[src/rtl/show_sel_scheduler.sv]
// Display source scheduler: picks which of two values the board display shows,
// switching on a debounced button (manual) or a dwell timer (auto), with freeze.
module show_sel_scheduler #(
    parameter int unsigned WIDTH     = 16,
    parameter int unsigned DWELL     = 50000000,
    parameter int unsigned DB_CYCLES = 1000000
) (
    input  logic             clk,
    input  logic             rst_n,
    input  logic [WIDTH-1:0] in0,
    input  logic [WIDTH-1:0] in1,
    input  logic             btn,
    input  logic             auto_en,
    input  logic             freeze,
    output logic             sel,
    output logic [WIDTH-1:0] show,
    output logic             sel_pulse
);

    localparam int unsigned DWELL_W = $clog2(DWELL);
    localparam int unsigned DB_W    = $clog2(DB_CYCLES);

    localparam logic [DWELL_W-1:0] DWELL_LAST = DWELL_W'(DWELL - 1);
    localparam logic [DB_W-1:0]    DB_LAST    = DB_W'(DB_CYCLES - 1);

    logic               btn_s1;
    logic               btn_s2;
    logic [DB_W-1:0]    db_cnt;
    logic               db_lvl;
    logic               db_prev;
    logic [DWELL_W-1:0] dwell_cnt;
    logic               press;
    logic               expiry;
    logic               tog;

    always_ff @(posedge clk or negedge rst_n) begin
        if (!rst_n) begin
            btn_s1 <= 1'b0;
            btn_s2 <= 1'b0;
        end else begin
            btn_s1 <= btn;
            btn_s2 <= btn_s1;
        end
    end

    // Level is accepted only after it has differed for DB_CYCLES consecutive cycles.
    always_ff @(posedge clk or negedge rst_n) begin
        if (!rst_n) begin
            db_cnt  <= '0;
            db_lvl  <= 1'b0;
            db_prev <= 1'b0;
        end else begin
            db_prev <= db_lvl;
            if (btn_s2 == db_lvl) begin
                db_cnt <= '0;
            end else if (db_cnt == DB_LAST) begin
                db_lvl <= btn_s2;
                db_cnt <= '0;
            end else begin
                db_cnt <= db_cnt + 1'b1;
            end
        end
    end

    // Press and expiry are OR-ed so a coincident pair yields one toggle.
    always_comb begin
        press  = db_lvl & ~db_prev;
        expiry = auto_en & (dwell_cnt == DWELL_LAST);
        tog    = ~freeze & (press | expiry);
    end

    always_ff @(posedge clk or negedge rst_n) begin
        if (!rst_n) begin
            dwell_cnt <= '0;
        end else if (freeze) begin
            dwell_cnt <= dwell_cnt;
        end else if (!auto_en || press || dwell_cnt == DWELL_LAST) begin
            dwell_cnt <= '0;
        end else begin
            dwell_cnt <= dwell_cnt + 1'b1;
        end
    end

    always_ff @(posedge clk or negedge rst_n) begin
        if (!rst_n) begin
            sel       <= 1'b0;
            sel_pulse <= 1'b0;
            show      <= '0;
        end else begin
            sel       <= sel ^ tog;
            sel_pulse <= tog;
            if (!freeze) begin
                show <= sel ? in1 : in0;
            end
        end
    end

endmodule
[config.mk]
export PLATFORM = sky130hd
export DESIGN_NAME = show_sel_scheduler
export DESIGN_NICKNAME = d
export VERILOG_FILES = /design/src/rtl/show_sel_scheduler.sv
export SDC_FILE = /design/constraint.sdc
export NUM_CORES = 1
export LEC_CHECK = 0
export CAP_MARGIN = 20
export CORE_ASPECT_RATIO = 2
export CORE_MARGIN = 2
export CORE_UTILIZATION = 30
export DETAILED_ROUTE_END_ITERATION = 10
export PLACE_DENSITY = 0.55
export SLEW_MARGIN = 30
export SYNTH_ARGS = -nofsm -noshare
export SYNTH_HDL_FRONTEND = slang
export SYNTH_SLANG_ARGS = --single-unit
[constraint.sdc]
create_clock -name clk -period 3.3 [get_ports clk]
set_input_delay 0.825 -clock clk [delete_from_list [all_inputs] [get_ports clk]]
set_output_delay 0.825 -clock clk [all_outputs]
set_load 0.01 [all_outputs]
== After elaboration in Yosys (flattened, before gate mapping) ==
Cells that the tools add are included.
Operators by class
  eq/ne operators: 3
  add/sub/neg operators: 2
  bitwise logic cells: 8
  multiplexer cells: 4
  reduce and logical (&&, ||, !) cells: 4
Operators with widths (count)
  $mux 20: 2
  $add 26x1->26 const B: 1
  $eq 26x26->1 const B: 1
  $mux 26: 1
  $add 20x1->20 const B: 1
  $eq 20x20->1 const B: 1
  $mux 16: 1
  $and 1x1->1: 3
  $not 1->1: 3
  $logic_or 1x1->1: 2
  $reduce_and 2->1: 1
  $eq 1x1->1: 1
  $logic_not 1->1: 1
  $or 1x1->1: 1
  $xor 1x1->1: 1
Storage, ports and cells
  logic and storage cells: 30
  flip-flop bits (word level): 68
  output and inout port bits: 18

== Depth between registers and ports, before layout ==
  depth after elaboration: 5
  gate-level depth with buffers: 7

== Least setup slack after synthesis ==
OpenSTA, ideal clock, no wires.
  path type: reg2reg
  start point: register dwell_cnt[0]
  end point: register dwell_cnt[18]
  cell stages (with the launch flop): 7
  slack: 1.067 ns
  buffers on the path: 0
  arrival: 2.164 ns
  cell sequence: dfrtp_1 ha_1 nand3_2 or4_4 or3_1 or4b_1 nand3_1
Between the ends
  cells in the longest elaborated chain, start to end: 3
Ends and longest elaborated chain
  start: declaration: line 31  | logic [DWELL_W-1:0] dwell_cnt;
  start signal: assignment: line 76  | dwell_cnt <= dwell_cnt;
  start signal: assignment: line 80  | dwell_cnt <= dwell_cnt + 1'b1;
  branches (longest 2 deep; another with $add 26x1->26)
  $mux 26 (*): line 77  | end else if (!auto_en || press || dwell_cnt == DWELL_LAST) begin
Mark *: on every way between the ends.
A chain may end at the register's enable or synchronous reset.

== Worst setup path in the final report ==
  start point: register dwell_cnt[10]
  end point: register dwell_cnt[19]
The elaborated chain is that of the path after synthesis.

==> impl_metrics.xml <==
<?xml version="1.0" encoding="UTF-8"?>
<metrics>
  <group name="clock_tree">
    <metric name="postCtsSetupBuffers" unit="">0</metric>
    <metric name="cts_tree" unit="">yes</metric>
    <metric name="cts-buffers-inserted" unit="">9</metric>
    <metric name="cts_max_level" unit="">3</metric>
    <metric name="clock_latency" unit="ns">0.33</metric>
    <metric name="deepest_clock_path_buffer_count" unit="">2</metric>
    <metric name="cts_root_buffer" unit="">sky130_fd_sc_hd__clkbuf_16</metric>
    <metric name="total_of_hold_buffers_inserted_after_clock_tree_synthesis" unit="">0</metric>
    <metric name="ctsResizeCount" unit="">0</metric>
    <metric name="clkTransAtPathRegs" unit="ns">0.05</metric>
    <metric name="clock-sinks" unit="">68</metric>
  </group>
  <group name="logic_synthesis">
    <metric name="ys_types" unit="">37</metric>
    <metric name="synth_edf_count" unit="">0</metric>
    <metric name="post_synth_instance_area" unit="sq mm">0.00324</metric>
    <metric name="synth_ff_type" unit="">sky130_fd_sc_hd__dfrtp_1</metric>
    <metric name="syn-mean-instance-area" unit="sq um">9.80</metric>
    <metric name="synth.ff_latch_count" unit="">68</metric>
    <metric name="ys.warnings.count" unit="">0</metric>
    <metric name="synth_async_sr_flop_share" unit="%">100</metric>
    <metric name="post_synth_inst_count" unit="">330</metric>
    <metric name="mappedNetlistNets" unit="">369</metric>
    <metric name="seq_area_frac_synth" unit="%">52.6</metric>
  </group>
  <group name="sta">
    <metric name="min_clock_period_post_route" unit="ns">2.60</metric>
    <metric name="tns" unit="ns">0</metric>
    <metric name="final-max-slew-violation-count" unit="">0</metric>
    <metric name="post-route-period-util" unit="%">78.9</metric>
    <metric name="max_slew_margin" unit="%">47.2</metric>
    <metric name="fin_skew" unit="ns">0.00483</metric>
    <metric name="worst_pin_slew" unit="ns">0.791</metric>
    <metric name="finalHoldViolations" unit="">0</metric>
    <metric name="grt_setup_unrepaired" unit="">no</metric>
    <metric name="max_freq" unit="MHz">384</metric>
    <metric name="finalSetupViolations" unit="">0</metric>
  </group>
  <group name="place">
    <metric name="placed_wire_length_estimate_after_detailed_placement" unit="um">5670</metric>
    <metric name="dpl_cell_area" unit="sq mm">0.00395</metric>
    <metric name="gpl.final_weighted_congestion" unit="">0.867</metric>
    <metric name="numPortBuffers" unit="">54</metric>
  </group>
  <group name="pwr">
    <metric name="vdd.ir_drop.worst" unit="mV">0.270</metric>
    <metric name="power_density" unit="mW/mm^2">469</metric>
    <metric name="p_leak" unit="nW">1.79</metric>
  </group>
  <group name="floorplan">
    <metric name="die_outline_height" unit="um">151</metric>
    <metric name="starting_utilization_of_the_core_area" unit="%">30.9</metric>
    <metric name="top_level_i_o_count" unit="">55</metric>
    <metric name="die_area" unit="sq mm">0.0117</metric>
    <metric name="core_area" unit="sq mm">0.0105</metric>
    <metric name="die-width" unit="um">77.4</metric>
    <metric name="rows" unit="">53</metric>
  </group>
  <group name="global_route">
    <metric name="grt_overflow_total" unit="">0</metric>
    <metric name="grt.total_usage" unit="%">14.7</metric>
    <metric name="wire_length_of_the_first_global_routing_pass" unit="um">13000</metric>
    <metric name="first_global_vias" unit="">2658</metric>
    <metric name="grt_start_max_net_pins" unit="">38</metric>
    <metric name="antenna_found_initial" unit="">0</metric>
  </group>
  <group name="routing">
    <metric name="detail_route.drc_violations" unit="">0</metric>
    <metric name="drt_pass_1_iters" unit="">4</metric>
    <metric name="met2_routed_length" unit="um">4440</metric>
    <metric name="initialDrtViolationCount" unit="">100</metric>
    <metric name="route.vias.total" unit="">2599</metric>
    <metric name="routedLengthMet1" unit="um">2850</metric>
    <metric name="routed.top_layer" unit="">met4</metric>
    <metric name="met3WireLength" unit="um">196</metric>
    <metric name="finalWirelength" unit="um">7770</metric>
    <metric name="antenna_violating_nets_post_route" unit="">0</metric>
    <metric name="vias_per_cell" unit="">4.89</metric>
    <metric name="detail_route.wl_per_cell" unit="um">14.6</metric>
  </group>
  <group name="finish">
    <metric name="post-route-cell-area" unit="sq mm">0.00422</metric>
    <metric name="antennaDiodeCount" unit="">0</metric>
    <metric name="num-fill-cells" unit="">1097</metric>
    <metric name="finalNetCount" unit="">429</metric>
    <metric name="layout-area-overhead-vs-synth" unit="%">30.5</metric>
    <metric name="layout-drive-gt1-share" unit="%">7.11</metric>
  </group>
  <group name="critical_path">
    <metric name="worst_setup_start_kind" unit="">flip-flop</metric>
    <metric name="worstPathRequired" unit="ns">3.48</metric>
    <metric name="cp-end-kind" unit="">flip-flop</metric>
    <metric name="worst-endpoint-arrival" unit="ns">2.78</metric>
    <metric name="critPathMaxFanout" unit="">18</metric>
    <metric name="critPathKind" unit="">flip-flop to flip-flop</metric>
  </group>
  <group name="worst_hold_path">
    <metric name="worst_hold_path_type" unit="">flip-flop to flip-flop</metric>
  </group>
  <group name="run_status">
    <metric name="run_status" unit="">finished clean</metric>
  </group>
  <group name="job">
    <metric name="drv.max_cap_violation_count" unit="">0</metric>
  </group>
</metrics>
critical path, cell delays in order, from the launching register on:
cell                      delay, ns
sky130_fd_sc_hd__dfrtp_1       0.42
sky130_fd_sc_hd__or4b_2        0.67
sky130_fd_sc_hd__nor3_1        0.21
sky130_fd_sc_hd__a31oi_1       0.31
sky130_fd_sc_hd__nor2_2        0.71
sky130_fd_sc_hd__nor2_1        0.13
report_power, final:
part,switching [mW],internal [mW]
sequential,0.0342,0.870
combinational,0.0895,0.104
clock,0.341,0.543
total,0.465,1.52
state kept, by name (all words and copies together) (netlist names):
signal     count
btn_s1         1
btn_s2         1
db_cnt        20
db_lvl         1
db_prev        1
dwell_cnt     26
sel            1
sel_pulse      1
show          16
path summary, 6_finish.rpt:
path                          startpoint             to  slack [ns]  cells after the start
min in group asynchronous          rst_n       show[14]        0.57                      1
max in group asynchronous          rst_n     db_cnt[12]        2.07                      2
setup reg to reg           dwell_cnt[10]  dwell_cnt[19]        0.70                      5
hold / removal                    btn_s1         btn_s2        0.35                      0
setup / recovery           dwell_cnt[10]  dwell_cnt[19]        0.70                      5
hold reg to reg                   btn_s1         btn_s2        0.35                      0
metal layers:
layer / GRT usage (%) / vias up
li1: - / 1270
met1: 14.9 / 1268
met2: 27.2 / 43
met3: 2.62 / 18
met4: 9.46 / 0
met5: 0 / -
synth_stat cells, types with 4 or more instances:
cell type                  count  area (sq um)
sky130_fd_sc_hd__dfrtp_1      68          1700
sky130_fd_sc_hd__nor2_1       48           180
sky130_fd_sc_hd__nand2_1      42           158
sky130_fd_sc_hd__xor2_1       23           201
sky130_fd_sc_hd__nand3_1      22           110
sky130_fd_sc_hd__o21ai_0      20           100
sky130_fd_sc_hd__mux2i_1      16           160
sky130_fd_sc_hd__xnor2_1      14           123
sky130_fd_sc_hd__nand4_1      12          75.1
sky130_fd_sc_hd__clkbuf_1      9          33.8
sky130_fd_sc_hd__nor3_1        7          35.0
sky130_fd_sc_hd__nor4_1        7          43.8
sky130_fd_sc_hd__and3_1        6          37.5
sky130_fd_sc_hd__inv_1         4          15.0
kinds of logic (layout without fill, tap and decap cells):
logic type,Yosys count,after routing,synth area share [%]
flops,68,68,52.6
fa+ha+maj,2,2,0.773
xor+xnor,37,37,10.0
simple gates,164,164,24.9
buf+inv,14,78,1.66
compound gates,28,28,4.80
mux,17,17,5.30
layout by cell type (no fill, tap or decap), drive strengths merged, types with 3 or more instances in the layout:
cell type      synthesis  layout
nand3                 23      23
a31oi                  3       3
and4                   3       3
nand2                 42      42
nand4b                 3       3
nor2                  49      49
mux2i                 16      16
nor3                   7       7
o21ai                 20      20
inv                    4       4
nand4                 12      12
clkbuf                 9      13
clkdlybuf4s50          0      53
and3                   7       7
xnor2                 14      14
nor4                   7       7
dfrtp                 68      68
xor2                  23      23
buf                    1       6
through the flow:
step	hold slack (ns)	setup slack, ns	power [mW]	cells	util, %
4_1_cts	0.351	0.652	2.01	531	40.3
6_report	0.351	0.696	1.98	531	40.3
3_3_place_gp	0.340	0.610	1.11	516	37.7
5_1_grt	0.360	0.505	2.08	531	40.3
3_5_place_dp	0.339	0.572	1.12	516	37.7
2_1_floorplan	0.331	1.07	0.983	330	-
area by class of cell:
class	count	area [sq um]	share of cell area [%]
Sequential cell	68	1700	40.3
Multi-Input combinational cell	248	1480	35.0
Timing Repair Buffer	59	586	13.9
Clock buffer	13	260	6.16
Tap cell	137	171	4.06
Inverter	4	15.0	0.355
Clock inverter	2	10.0	0.237
Note: power is estimated with default switching activity, not from simulation.
